`config.mk`:
```
export PLATFORM = sky130hd
export DESIGN_NAME = bcd_display_mux
export DESIGN_NICKNAME = d
export VERILOG_FILES = /design/src/rtl/bcd_display_mux.sv
export SDC_FILE = /design/constraint.sdc
export NUM_CORES = 1
export LEC_CHECK = 0
export ABC_AREA = 1
export BUFFER_PORTS_ARGS = -buffer_cell sky130_fd_sc_hd__buf_4
export CAP_MARGIN = 25
export CELL_PAD_IN_SITES_DETAIL_PLACEMENT = 1
export CELL_PAD_IN_SITES_GLOBAL_PLACEMENT = 2
export CORE_MARGIN = 4
export CORE_UTILIZATION = 35
export CTS_BUF_LIST = sky130_fd_sc_hd__clkbuf_16
export DETAILED_ROUTE_END_ITERATION = 6
export HOLD_SLACK_MARGIN = 0.06
export PLACE_DENSITY_LB_ADDON = 0.3
export SYNTH_ARGS = -nofsm -noshare
export SYNTH_HDL_FRONTEND = slang
export SYNTH_SLANG_ARGS = --single-unit
```
`constraint.sdc`:
```
create_clock -name clk -period 4.9 [get_ports clk]
set_input_delay 0 -clock clk [delete_from_list [all_inputs] [get_ports clk]]
set_output_delay 0 -clock clk [all_outputs]
set_load 0.1 [all_outputs]
```
`src/rtl/bcd_display_mux.sv`:
```
// rtl/bcd_display_mux.sv - multiplexed 3-digit seven-segment driver for a BCD result
//
// Captures a 3-digit BCD value on a load strobe. At each frame boundary the
// captured value moves into the display register, so a frame never tears.
// The driver scans one digit per refresh slot. Each slot starts with a guard
// band in which every digit is off, which prevents ghosting between digits.
// Leading-zero blanking is optional. A nibble above 9 is shown as a dash and
// raises err.
//
// Ports:
//   clk          system clock
//   rst_n        synchronous active-low reset
//   bcd_in[11:0] {hundreds, tens, ones} BCD value
//   load         one-cycle strobe that captures bcd_in
//   blank_lz_en  leading-zero blanking enable (used live)
//   seg[6:0]     {g,f,e,d,c,b,a} segment drive
//   dp           decimal point, always inactive
//   dig_en[2:0]  one-hot digit enable: [0] ones, [1] tens, [2] hundreds
//   err          displayed value contains a non-decimal nibble
//   frame        one-cycle pulse when the scan wraps back to digit 0

module bcd_display_mux #(
    parameter int REFRESH_DIV = 27000,
    parameter int GUARD       = 16,
    parameter bit ACTIVE_LOW  = 1'b1
) (
    input  logic        clk,
    input  logic        rst_n,
    input  logic [11:0] bcd_in,
    input  logic        load,
    input  logic        blank_lz_en,
    output logic [6:0]  seg,
    output logic        dp,
    output logic [2:0]  dig_en,
    output logic        err,
    output logic        frame
);

    localparam int             CW        = $clog2(REFRESH_DIV);
    localparam logic [CW-1:0]  CNT_LAST  = CW'(REFRESH_DIV - 1);
    localparam logic [CW-1:0]  GUARD_END = CW'(GUARD);
    localparam logic [6:0]     SEG_POL   = {7{ACTIVE_LOW}};
    localparam logic [2:0]     DIG_POL   = {3{ACTIVE_LOW}};

    logic [CW-1:0] cnt;
    logic [1:0]    idx;
    logic [11:0]   pend;
    logic          pend_v;
    logic [11:0]   disp;

    logic          tick;
    logic          wrap;
    logic [3:0]    nib;
    logic          blank;
    logic [6:0]    seg_hi;
    logic [2:0]    dig_hi;
    logic          err_nxt;

    // Active-high segment pattern for one BCD nibble; 10..15 show a dash.
    function automatic logic [6:0] decode(input logic [3:0] n);
        logic [6:0] s;
        case (n)
            4'd0:    s = 7'h3F;
            4'd1:    s = 7'h06;
            4'd2:    s = 7'h5B;
            4'd3:    s = 7'h4F;
            4'd4:    s = 7'h66;
            4'd5:    s = 7'h6D;
            4'd6:    s = 7'h7D;
            4'd7:    s = 7'h07;
            4'd8:    s = 7'h7F;
            4'd9:    s = 7'h6F;
            default: s = 7'h40;
        endcase
        return s;
    endfunction

    assign tick = (cnt == CNT_LAST);
    assign wrap = tick && (idx == 2'd2);

    // Prescaler, digit index and load staging.
    always_ff @(posedge clk) begin
        if (!rst_n) begin
            cnt    <= '0;
            idx    <= 2'd0;
            pend   <= 12'h000;
            pend_v <= 1'b0;
            disp   <= 12'h000;
        end else begin
            cnt <= tick ? '0 : cnt + CW'(1);
            if (tick) begin
                idx <= (idx == 2'd2) ? 2'd0 : idx + 2'd1;
            end
            // The display register only changes at the frame boundary. A load
            // that lands on the boundary itself bypasses the pending stage.
            if (wrap) begin
                if (load) begin
                    disp <= bcd_in;
                end else if (pend_v) begin
                    disp <= pend;
                end
                pend_v <= 1'b0;
            end else if (load) begin
                pend   <= bcd_in;
                pend_v <= 1'b1;
            end
        end
    end

    always_comb begin
        nib    = 4'h0;
        blank  = 1'b0;
        seg_hi = 7'h00;
        dig_hi = 3'b000;

        case (idx)
            2'd0:    nib = disp[3:0];
            2'd1:    nib = disp[7:4];
            default: nib = disp[11:8];
        endcase

        // An invalid nibble is non-zero, so it stops the blanking run.
        if (blank_lz_en) begin
            case (idx)
                2'd2:    blank = (disp[11:8] == 4'h0);
                2'd1:    blank = (disp[11:8] == 4'h0) && (disp[7:4] == 4'h0);
                default: blank = 1'b0;
            endcase
        end

        if (cnt >= GUARD_END) begin
            case (idx)
                2'd0:    dig_hi = 3'b001;
                2'd1:    dig_hi = 3'b010;
                default: dig_hi = 3'b100;
            endcase
            seg_hi = blank ? 7'h00 : decode(nib);
        end

        err_nxt = (disp[3:0] > 4'd9) || (disp[7:4] > 4'd9) || (disp[11:8] > 4'd9);
    end

    always_ff @(posedge clk) begin
        if (!rst_n) begin
            seg    <= SEG_POL;
            dig_en <= DIG_POL;
            err    <= 1'b0;
            frame  <= 1'b0;
        end else begin
            seg    <= seg_hi ^ SEG_POL;
            dig_en <= dig_hi ^ DIG_POL;
            err    <= err_nxt;
            frame  <= wrap;
        end
    end

    assign dp = ACTIVE_LOW;

endmodule

```
==> results by group <==
Critical path
  • Critical path endpoint category: flip-flop
  • Crit-path leading delay family: adder cells
  • CP Class: flip-flop to flip-flop
  • Startpoint types: flip-flop
  • CP dominant cell by count: inv_1
  • CP Data Required Time: ~5.1 ns
  • CP bufs+invs: 4
  • CP max stage cell: dfxtp_1
  • Crit-path cells: inv_1 > ha_1 > nor2_1 > inv_1 > o21bai_1 > inv_1 > ha_1 > inv_1 > nand2_1 > nand3_1 > nand3_1
  • CP Max Fanout: 6
  • Critical path data arrival time: between 2 and 2.5 ns
  • Slowest stage delay, CP: around 0.38 ns

Drt
  • WL per Instance: 12.6 um
  • Via/cell ratio: 4.73
  • 1st-iter DRT viols: about 60
  • DRT antenna net count: 0
  • Pre-antenna DRT Iters: 4
  • Routed Wire Length: roughly 7 mm
  • Via Count: 2,651
  • DRC Markers: 0

Synthesis
  • Synth Register Bits: 54
  • Number of synthesized flops with an enable pin: 0
  • Post-synthesis instance total: approximately 430
  • Synth area leader: dfxtp_1
  • Count of yosys warnings during synthesis: 0
  • Synth Flop Type: dfxtp_1
  • Mean Syn Cell Area: around 6.7 um2
  • Yosys cell types: 32
  • Seq/Total Area, Yosys: 0.371
  • Most numerous cell in the Yosys netlist: nand2_1
  • Async set or reset register ratio after synthesis: 0
  • Synthesized Nets: ~460
  • Cell Area, Synth: between 2000 and 3000 um2
  • Post-synth top cells: nand2_1 (98), inv_1 (68), dfxtp_1 (54), nor2_1 (54), nand3_1 (43)
  • Synth top area cells: dfxtp_1 (37%), nand2_1 (13%), inv_1 (8.8%)
  • Yosys top cell area share: 0.371

STA
  • Tmin final: ~2.2 ns
  • FMAX: 0.458 GHz
  • Max-Slew Margin vs Limit: 0.553
  • Clock Skews: ~0.0037 ns
  • Worst-Margin Slew: between 0.6 and 0.7 ns
  • Period Utilization, post-route: 0.445
  • Endpoints failing hold: 0
  • Unrepaired setup endpoints after global routing: false
  • Fin. max-slew vios: 0
  • Final setup viols: 0
  • Setup_tns: 0 ns

Power and ir drop
  • Power, Total: 0.000925 W
  • VDD IR-drop max: 0.000140 V
  • Static leakage: 1.55 nW
  • PwrDens: between 200 and 300 nW/um2

Clock network
  • Post CTS Setup Buffer Count: 0
  • Largest buffer count on any clock path: 2
  • Clk slew on worst S/H paths: ~0.07 ns
  • Max H-tree Level: 2
  • Clock Latency Late Sink: ~0.29 ns
  • Clock root buffer: clkbuf_16
  • Clk sinks: 54
  • Inserted Clock Buffers: 5
  • Hold Buf Count CTS: 8
  • Post-cts sizing count: 0
  • CTS tree: built

Finish
  • Diode count: 0
  • Design area: around 3400 um2
  • Fraction of layout cells with a size suffix above 1: 0.111
  • Area Overhead vs Synth: 16.6%
  • NumNets Final: between 400 and 500

Placement
  • Dpl cell area: between 3000 and 4000 um2
  • PortBufs: 27
  • RD Place Congestion: about 0.81
  • DP Wirelength: 5.22 mm

Die
  • Die area: 9840 um2
  • Die height: ~99 um
  • Core area: about 7900 um2
  • Die W: slightly below 100 um
  • Rows: 32
  • Ports: 29
  • Starting Density: 0.369

Global route
  • Number of global-route vias before repair: 2,628
  • GRT Util Overall: 0.152
  • First-pass GRT wire length: approximately 13 mm
  • Initial antenna violation count: 0
  • Largest net degree at the start of global routing: 35
  • GR Overflow Total: 0

Run
  • Max Cap Viol: 0

Status
  • Outcome: complete, no violations

Min path
  • HP Class: primary input to flip-flop
[worst register-to-register path: cells and delay by family (launching register included)]
kind | cells | cell delay [ns]
adders and majority gates | 2 | 0.58
and+or+nand+nor | 4 | 0.50
DFF | 1 | 0.38
buffers and inverters | 4 | 0.36
AOI/OAI and AO/OA | 1 | 0.23
[cell usage in the layout, fill, tap and decap left out, types with 2 or more instances in the layout]
cell type / instances
nand3_1: 43
clkbuf_16: 5
nor3_1: 7
dlygate4sd3_1: 8
nor2_2: 2
nand2_1: 98
inv_2: 5
ha_1: 12
buf_4: 28
inv_1: 69
o21ai_0: 7
nand3_2: 2
nor2_1: 54
o21a_1: 12
nand2_2: 2
dfxtp_1: 54
nand4_1: 16
a21oi_1: 21
[final timing paths]
kind,from,end,slack (ns),cells after the start
min,bcd_in[2],pend[2],0.07,5
min reg2reg,cnt[0],cnt[0],0.47,1
max reg2reg,idx[0],seg[3],2.72,11
max,idx[0],seg[3],2.72,11
[where the power goes]
part | total (W) | switching, W | internal (W)
Clock | 0.000404 | 0.000165 | 0.000240
Sequential | 0.000453 | 0.00000547 | 0.000448
Combinational | 0.0000669 | 0.0000378 | 0.0000291
Total | 0.000925 | 0.000208 | 0.000717
[routing by layer]
metal | global-route usage | up-vias | share of wire
met5 | 0 | - | 0
met4 | 0.0368 | 0 | 0.011
met3 | 0.0231 | 7 | 0.027
met2 | 0.247 | 28 | 0.45
met1 | 0.211 | 1211 | 0.51
li1 | - | 1405 | -
[kinds of logic (layout without fill, tap and decap cells)]
family | after synthesis | in the layout | synth area share
other | 1 | 1 | 0.00129
AND/OR/NAND/NOR | 229 | 229 | 0.353
buffers and inverters | 92 | 117 | 0.129
flip-flops | 54 | 54 | 0.371
XOR/XNOR | 2 | 2 | 0.00602
AO/OA/AOI/OAI | 44 | 44 | 0.0886
adder cells (fa/ha/maj) | 12 | 12 | 0.0516
[per-stage QoR]
| stage | utilization | worst slack, ns | std cells | hold WS, ns |
|---|---|---|---|---|
| after CTS | 0.430 | 2.69 | 561 | 0.0622 |
| after floorplan | - | 2.95 | 434 | 0.231 |
| final | 0.430 | 2.72 | 561 | 0.0675 |
| after global placement | 0.399 | 2.80 | 545 | 0.334 |
| after global routing | 0.430 | 2.44 | 561 | 0.0991 |
| after detailed placement | 0.399 | 2.70 | 545 | 0.342 |
[area by class of cell]
type	count	area, um2
fill	1031	4490
sequential	54	1080
clock inverter	3	41.3
multi-input combinational	288	1460
tap	102	128
clock buffer	5	125
timing repair buffer	36	290
inverter	73	274
[flip-flops by register name, indices dropped and copies added, names as in the netlist]
name,count
pend,12
seg,7
err,1
pend_v,1
dig_en,3
frame,1
idx,2
disp,12
cnt,15
No activity file was read; power rests on OpenSTA's default activity.
